<file path="src/rtl/event_code_decoder.sv">
// Event code decoder: buffers 3-bit event codes in a small FIFO and replays
// each one as a one-hot pulse held for HOLD_CYCLES, followed by GAP_CYCLES idle.
module event_code_decoder #(
    parameter int DEPTH       = 4,
    parameter int HOLD_CYCLES = 4,
    parameter int GAP_CYCLES  = 2
) (
    input  logic                     clk,
    input  logic                     rst,
    input  logic                     in_valid,
    input  logic [2:0]               in_code,
    output logic                     in_ready,
    output logic [7:0]               out_onehot,
    output logic                     busy,
    output logic [$clog2(DEPTH):0]   level,
    output logic                     overflow
);
    localparam int AW = $clog2(DEPTH);
    localparam int LW = AW + 1;

    typedef enum logic [1:0] {IDLE, HOLD, GAP} state_t;

    logic [2:0]    mem [DEPTH];
    logic [AW-1:0] wr_ptr, rd_ptr;
    logic [LW-1:0] level_q, level_d;
    logic          full_q;
    logic          ovf_q;
    logic          push, pop;

    state_t        state_q, state_d;
    logic [15:0]   cnt_q, cnt_d;
    logic [7:0]    onehot_q, onehot_d;

    // Full is a registered flag, so a pop in the same cycle cannot open a slot.
    assign in_ready   = !full_q;
    assign push       = in_valid && !full_q;
    assign out_onehot = onehot_q;
    assign overflow   = ovf_q;
    assign level      = level_q;
    assign busy       = (state_q != IDLE) || (level_q != '0);

    // Occupancy after this cycle's push/pop; simultaneous push and pop cancel.
    always_comb begin
        level_d = level_q;
        case ({push, pop})
            2'b10:   level_d = level_q + LW'(1);
            2'b01:   level_d = level_q - LW'(1);
            default: level_d = level_q;
        endcase
    end

    // FIFO storage; data needs no reset since level gates every read.
    always_ff @(posedge clk) begin
        if (push) mem[wr_ptr] <= in_code;
    end

    // FIFO pointers, occupancy, full flag and the dropped-event pulse.
    always_ff @(posedge clk) begin
        if (rst) begin
            wr_ptr  <= '0;
            rd_ptr  <= '0;
            level_q <= '0;
            full_q  <= 1'b0;
            ovf_q   <= 1'b0;
        end else begin
            if (push) wr_ptr <= wr_ptr + AW'(1);
            if (pop)  rd_ptr <= rd_ptr + AW'(1);
            level_q <= level_d;
            full_q  <= (level_d == LW'(DEPTH));
            ovf_q   <= in_valid && full_q;
        end
    end

    // Pulse sequencer state, counter and registered one-hot output.
    always_ff @(posedge clk) begin
        if (rst) begin
            state_q  <= IDLE;
            cnt_q    <= '0;
            onehot_q <= '0;
        end else begin
            state_q  <= state_d;
            cnt_q    <= cnt_d;
            onehot_q <= onehot_d;
        end
    end

    // Next-state logic: IDLE pops a code, HOLD stretches it, GAP spaces events.
    always_comb begin
        state_d  = state_q;
        cnt_d    = cnt_q;
        onehot_d = onehot_q;
        pop      = 1'b0;
        case (state_q)
            IDLE: begin
                if (level_q != '0) begin
                    pop      = 1'b1;
                    onehot_d = 8'd1 << mem[rd_ptr];
                    cnt_d    = 16'(HOLD_CYCLES - 1);
                    state_d  = HOLD;
                end
            end
            HOLD: begin
                if (cnt_q == '0) begin
                    onehot_d = '0;
                    cnt_d    = 16'(GAP_CYCLES - 1);
                    state_d  = GAP;
                end else begin
                    cnt_d = cnt_q - 16'd1;
                end
            end
            GAP: begin
                onehot_d = '0;
                if (cnt_q == '0) state_d = IDLE;
                else             cnt_d   = cnt_q - 16'd1;
            end
            default: begin
                onehot_d = '0;
                state_d  = IDLE;
            end
        endcase
    end
endmodule

</file>
<file path="config.mk">
export PLATFORM = sky130hd
export DESIGN_NAME = event_code_decoder
export DESIGN_NICKNAME = d
export VERILOG_FILES = /design/src/rtl/event_code_decoder.sv
export SDC_FILE = /design/constraint.sdc
export NUM_CORES = 1
export LEC_CHECK = 0
export ABC_AREA = 0
export CAP_MARGIN = 20
export CORE_ASPECT_RATIO = 1.75
export CORE_UTILIZATION = 39
export DETAILED_ROUTE_END_ITERATION = 12
export SLEW_MARGIN = 30
export SYNTH_ARGS = -nofsm -noshare
export SYNTH_HDL_FRONTEND = slang
export SYNTH_SLANG_ARGS = --single-unit
export TNS_END_PERCENT = 100
</file>
<file path="constraint.sdc">
create_clock -name clk -period 3.22 [get_ports clk]
set_input_delay 0.966 -clock clk [delete_from_list [all_inputs] [get_ports clk]]
set_output_delay 0.966 -clock clk [all_outputs]
set_load 0.02 [all_outputs]
</file>
# Yosys cells after proc, flatten, opt, wreduce, memory -nomap -nowiden

Memories as Yosys holds them, arrays and structs flattened. A register that Yosys moved wholly into a read port is not among the register bits.
Index checks and enable logic that the tools add are counted.

$add $sub $neg: 5
Eq/ne operators: 9
Shift-type cells: 1
Muxes and demuxes: 18
Reduce and logical (&&, ||, !) cells: 12

Operators by type and width:

| operator                                                             | number |
|---|---|
| 16-bit 2-to-1 mux                                                    | 3 |
| 16-bit case mux with 3 select lines                                  | 1 |
| 16-bit logical NOT                                                   | 1 |
| 8-bit 2-to-1 mux                                                     | 2 |
| 8-bit case mux with 2 select lines                                   | 1 |
| 16-bit by 1-bit subtractor with 16-bit output, second input constant | 1 |
| 2-bit 2-to-1 mux                                                     | 5 |
| 2-bit != test, second input constant                                 | 4 |
| 1-bit by 3-bit << shifter with 8-bit output, first input constant    | 1 |
| 2-bit case mux with 3 select lines                                   | 1 |
| 3-bit case mux with 2 select lines                                   | 1 |
| 3-bit AND reduction                                                  | 2 |
| 3-bit nonzero test                                                   | 2 |
| 2-bit by 1-bit adder with 2-bit output, second input constant        | 2 |
| 2-bit by 1-bit == test with 1-bit output, second input constant      | 2 |
| 2-bit == test, second input constant                                 | 2 |
| 1-bit 2-to-1 mux                                                     | 4 |
| 3-bit by 1-bit adder with 3-bit output, second input constant        | 1 |
| 3-bit == test, second input constant                                 | 1 |
| 3-bit by 1-bit subtractor with 3-bit output, second input constant   | 1 |
| 1-bit logical AND                                                    | 2 |
| 2-bit logical NOT                                                    | 1 |
| 2-bit AND reduction                                                  | 1 |
| 2-bit nonzero test                                                   | 1 |
| other kinds (2)                                                      | 2 |

Register bits: 35
Bits in writable memories: 12
Input bits: 6
Output and inout bits: 14
Logic and storage cells: 54
Memories: 1

Memories:

| name | depth | width | read ports | clocked after memory_dff | wr ports | line | RTL |
|---|---|---|---|---|---|---|---|
| mem  | 4     | 3     | 1          | 1                        | 1        | 23   | `logic [2:0] mem [DEPTH];` |

# Depth between registers and ports, before layout

Word-level depth: 6
Depth in mapped cells: 10
Depth with buffers taken out: 10

# Worst setup path before layout

Ideal clock, no wire load.

Path type: input to register
From: input in_valid
To: register full_q
Setup time: 132 ps
Data arrival time: 2326 ps
Required time: 3088 ps
Setup slack: 763 ps
Cell stages on the path: 9
Buffers on the path: 1
Path through: nor2b_1 clkbuf_1 inv_1 ha_1 inv_1 fa_1 nor2b_1 a22oi_1 nor3_1

Longest elaborated chain between the ends: 4
Elaborated cells between the ends (all ways): 5
Those cells by class: eq/ne: 3; mux: 1; reduce/logical: 1

RTL lines:

| item                                                                             | line | RTL |
|---|---|---|
| start, declared                                                                  | 10   | `input logic in_valid,` |
| 1-bit logical AND *                                                              | 36   | `assign push = in_valid && !full_q;` |
| 2-bit by 1-bit == test with 1-bit output / 2-bit == test (equally long branches) | 45   | `case ({push, pop})` |
| 3-bit case mux with 2 select lines *                                             | 45   |  |
| 3-bit == test *                                                                  | 69   | `full_q <= (level_d == LW'(DEPTH));` |
| end signal, assigned                                                             | 69   |  |
| end, declared                                                                    | 26   | `logic full_q;` |

Mark *: on every way between the ends. The rest lies on a longest branch, timed or not.
A chain may end at the register's enable or synchronous reset.

# Final worst setup path

From: register state_q[0]
To: output busy

Longest elaborated chain between the ends: 2

RTL lines:

| item                   | line | RTL |
|---|---|---|
| start, declared        | 30   | `state_t state_q, state_d;` |
| start signal, assigned | 81   | `state_q <= state_d;` |
| 2-bit nonzero test     | 40   | `assign busy = (state_q != IDLE) \|\| (level_q != '0);` |
| 1-bit logical OR       | 40   |  |
| end, declared          | 14   | `output logic busy,` |

Every way passes these cells.

==> results.yml <==
route:
  wirelength_um: 4330
  post_drt_wl_per_cell_um: 12.7
  firstDrtPassIters: 4
  dr_total_vias: 1688
  ant_nets: 0
  via_per_inst: 4.96
  initialDrtViolationCount: 18
  drc_errors: 0
finish:
  syn2layout_area_growth_pct: 16.4
  layout_common_cells: "38 x nor2_1, 37 x dfxtp_1, 19 x clkdlybuf4s50_1"
  finalNonFillerCells: 340
  fill_cells: 580
  final_common_cell: "nor2_1"
  drive_gt1_share_pct: 8.02
  nets: 279
  diodes: 0
synth:
  synth_area_um2: 2340
  synth.area.top_cells: "dfxtp_1 32%, edfxtp_1 15%, nor2_1 6.1%"
  yosysTopAreaCell: "dfxtp_1"
  synth_ff_type: "dfxtp_1"
  synthArstFlopShare_pct: 0
  ys.warnings.count: 0
  synth_area_per_cell_um2: 9.76
  synth_edf_count: 12
  ys_seq_elements: 49
  ys_seq_area_share_pct: 47.0
  synth_fp_nets: 258
  ys_types: 41
  synth_top_area_share_pct: 31.6
  synthCells: 240
sta:
  rsz0062_at_grt: "false"
  slew_headroom_pct: 46.1
  fmaxAchievable_mhz: 347
  layout_setup_ws_ps: 342
  setup_tns_ps: 0
  final_max_slew_viol_count: 0
  worst-slew-pin-transition_ps: 805
  hold_violations: 0
  fin_crit_sh_pct: 89.4
  finalClockSkew_ps: 5.90
  setup_viol: 0
  period_needed_ps: 2880
pwr:
  power_density_nw_per_um2: 1150
  power_frac_comb_pct: 54.0
  power_frac_seq_pct: 31.9
  p_clk_share_pct: 14.1
  leakage_nw: 1.04
  power_switching_mw: 1.35
  peakVddDrop_v: 0.000505
  internal-power_mw: 1.79
  switching_share_pct: 42.9
global_route:
  grt_max_degree: 19
  grt_pass1_vias: 1701
  grt_pass1_wl_um: 7380
  grt.overflow.total: 0
  antenna_found_initial: 0
  grt_usage_pct: 15.4
job:
  drv_cap: 0
worst_setup_path:
  r2r-start: "state_q[0]"
  cp_common_cell: "inv_1"
  start_kind: "flip-flop"
  crit_fanout: 4
  cp.required_ps: 2250
  r2r_slack_ps: 690
  endpoint_kind: "primary output"
  r2r_end: "cnt_q[15]"
  worstPathArrival_ps: 1910
  cp_slowest_cell: "clkdlybuf4s50_1"
  critPathTopFamily: "buffers and inverters"
  crit_path_max_incr_delay_ps: 610
  crit_type: "reg -> out"
  r2r_cells: 8
  critical_path.cell_chain: "inv_1, ha_1, nor4b_2, inv_1, clkdlybuf4s50_1"
  path_buf_inv: 3
placed_design:
  gp_congestion: 0.759
  dp_cells: 332
  dpl_worst_slack_ps: 381
  portBuffers: 19
  dp_hpwl_um: 3330
clock_tree:
  cts_max_level: 2
  numCtsBuffers: 5
  cts_tree: "built"
  path_clk_slew_ps: 90
  worstSkewPairLatency_ps: 310
  cts_setup_buffers: 0
  root_buffer: "clkbuf_8"
  clk_path_buf_depth: 2
  cts.sinks: 49
  hold_buffers: 0
  cts_resized: 0
hold_path:
  min_from: "out_onehot[3]"
  hp-class: "reg -> reg"
  min_to: "out_onehot[3]"
  holdPathStages: 2
floorplan:
  rows: 37
  dieHeight_um: 105
  io_pins: 20
  dieWidth_um: 60.6
  core_um2: 5830
  die-area_um2: 6330
  initial_core_util_pct: 40.2
status:
  outcome: "finished clean"
[metrics by stage]
step           total power [mW]  cell area, µm²  hold WS [ps]  utilization (%)
6_report                   3.14            2730           459             46.8
2_1_floorplan              2.33            2340           430                -
3_3_place_gp               2.71            2620           443             44.9
5_1_grt                    3.42            2730           490             46.8
4_1_cts                    3.19            2730           463             46.8
3_5_place_dp               2.72            2620           450             44.9
[metal layers]
metal	share of wire (%)	vias up	wire [µm]	global-route usage, %
met5	0	-	0	0
met4	2.5	0	109	7.63
met3	2.5	10	106	2.72
met2	57	26	2450	29.3
met1	38	775	1660	14.6
li1	-	877	-	-
[cell families (layout without fill, tap and decap cells)]
logic type / count (synthesis) / count (layout) / synth area share (%)
AND/OR/NAND/NOR: 108 / 108 / 25.1
flip-flops: 49 / 49 / 47.0
AO/OA/AOI/OAI: 31 / 31 / 8.38
buffers and inverters: 20 / 42 / 3.52
XOR/XNOR: 17 / 17 / 6.35
adder cells (fa/ha/maj): 12 / 12 / 6.73
multiplexers: 3 / 3 / 2.88
[state kept, by name, summed over array words and instances, names as in the netlist, named ones only]
signal      count
full_q          1
rd_ptr          2
cnt_q          16
level           3
state_q         2
overflow        1
mem            12
out_onehot      8
wr_ptr          2
[cell type report]
type,count,area (µm²),area share (%)
Multi-Input combinational cell,171,1160,42.5
Sequential cell,49,1100,40.3
Timing Repair Buffer,22,213,7.79
Tap cell,78,97.6,3.58
Clock buffer,5,68.8,2.52
Inverter,12,45.0,1.65
Clock inverter,3,43.8,1.60
[synth_stat cells (3+ instances only)]
library cell	number
inv_1	12
edfxtp_1	12
xnor2_1	3
nand2_1	16
nand4_1	5
nand2b_1	3
o21ai_0	5
nor2_1	38
clkbuf_1	7
nor2b_1	4
nand3_1	8
xor2_1	14
dfxtp_1	37
nor3_1	5
or3_1	10
a21oi_1	13
mux4_2	3
and2_1	6
ha_1	11
[power by group through the flow]
| stage | sequential (mW) | clock (mW) | combinational, mW |
|---|---|---|---|
| after floorplan | 1.02 | 0 | 1.31 |
| after global placement | 1.02 | 0 | 1.70 |
| after detailed placement | 1.02 | 0 | 1.70 |
| after CTS | 1.01 | 0.462 | 1.72 |
| after global routing | 1.03 | 0.480 | 1.91 |
| final | 1.00 | 0.444 | 1.70 |
[worst max-delay path by stage]
stage,from,to,slack [ps],cells past startpoint
2_1_floorplan,in_valid,full_q,760,9
3_3_place_gp,in_valid,full_q,420,9
3_5_place_dp,in_valid,full_q,380,9
4_1_cts,state_q[1],busy,300,5
5_1_grt,state_q[0],busy,190,5
6_report,state_q[0],busy,340,5
[worst min-delay path: stages, from the launching register on]
cell	delay, ps
dfxtp_1	320
nand2_1	50
a21oi_1	50
(Power assumes the default switching activity.)
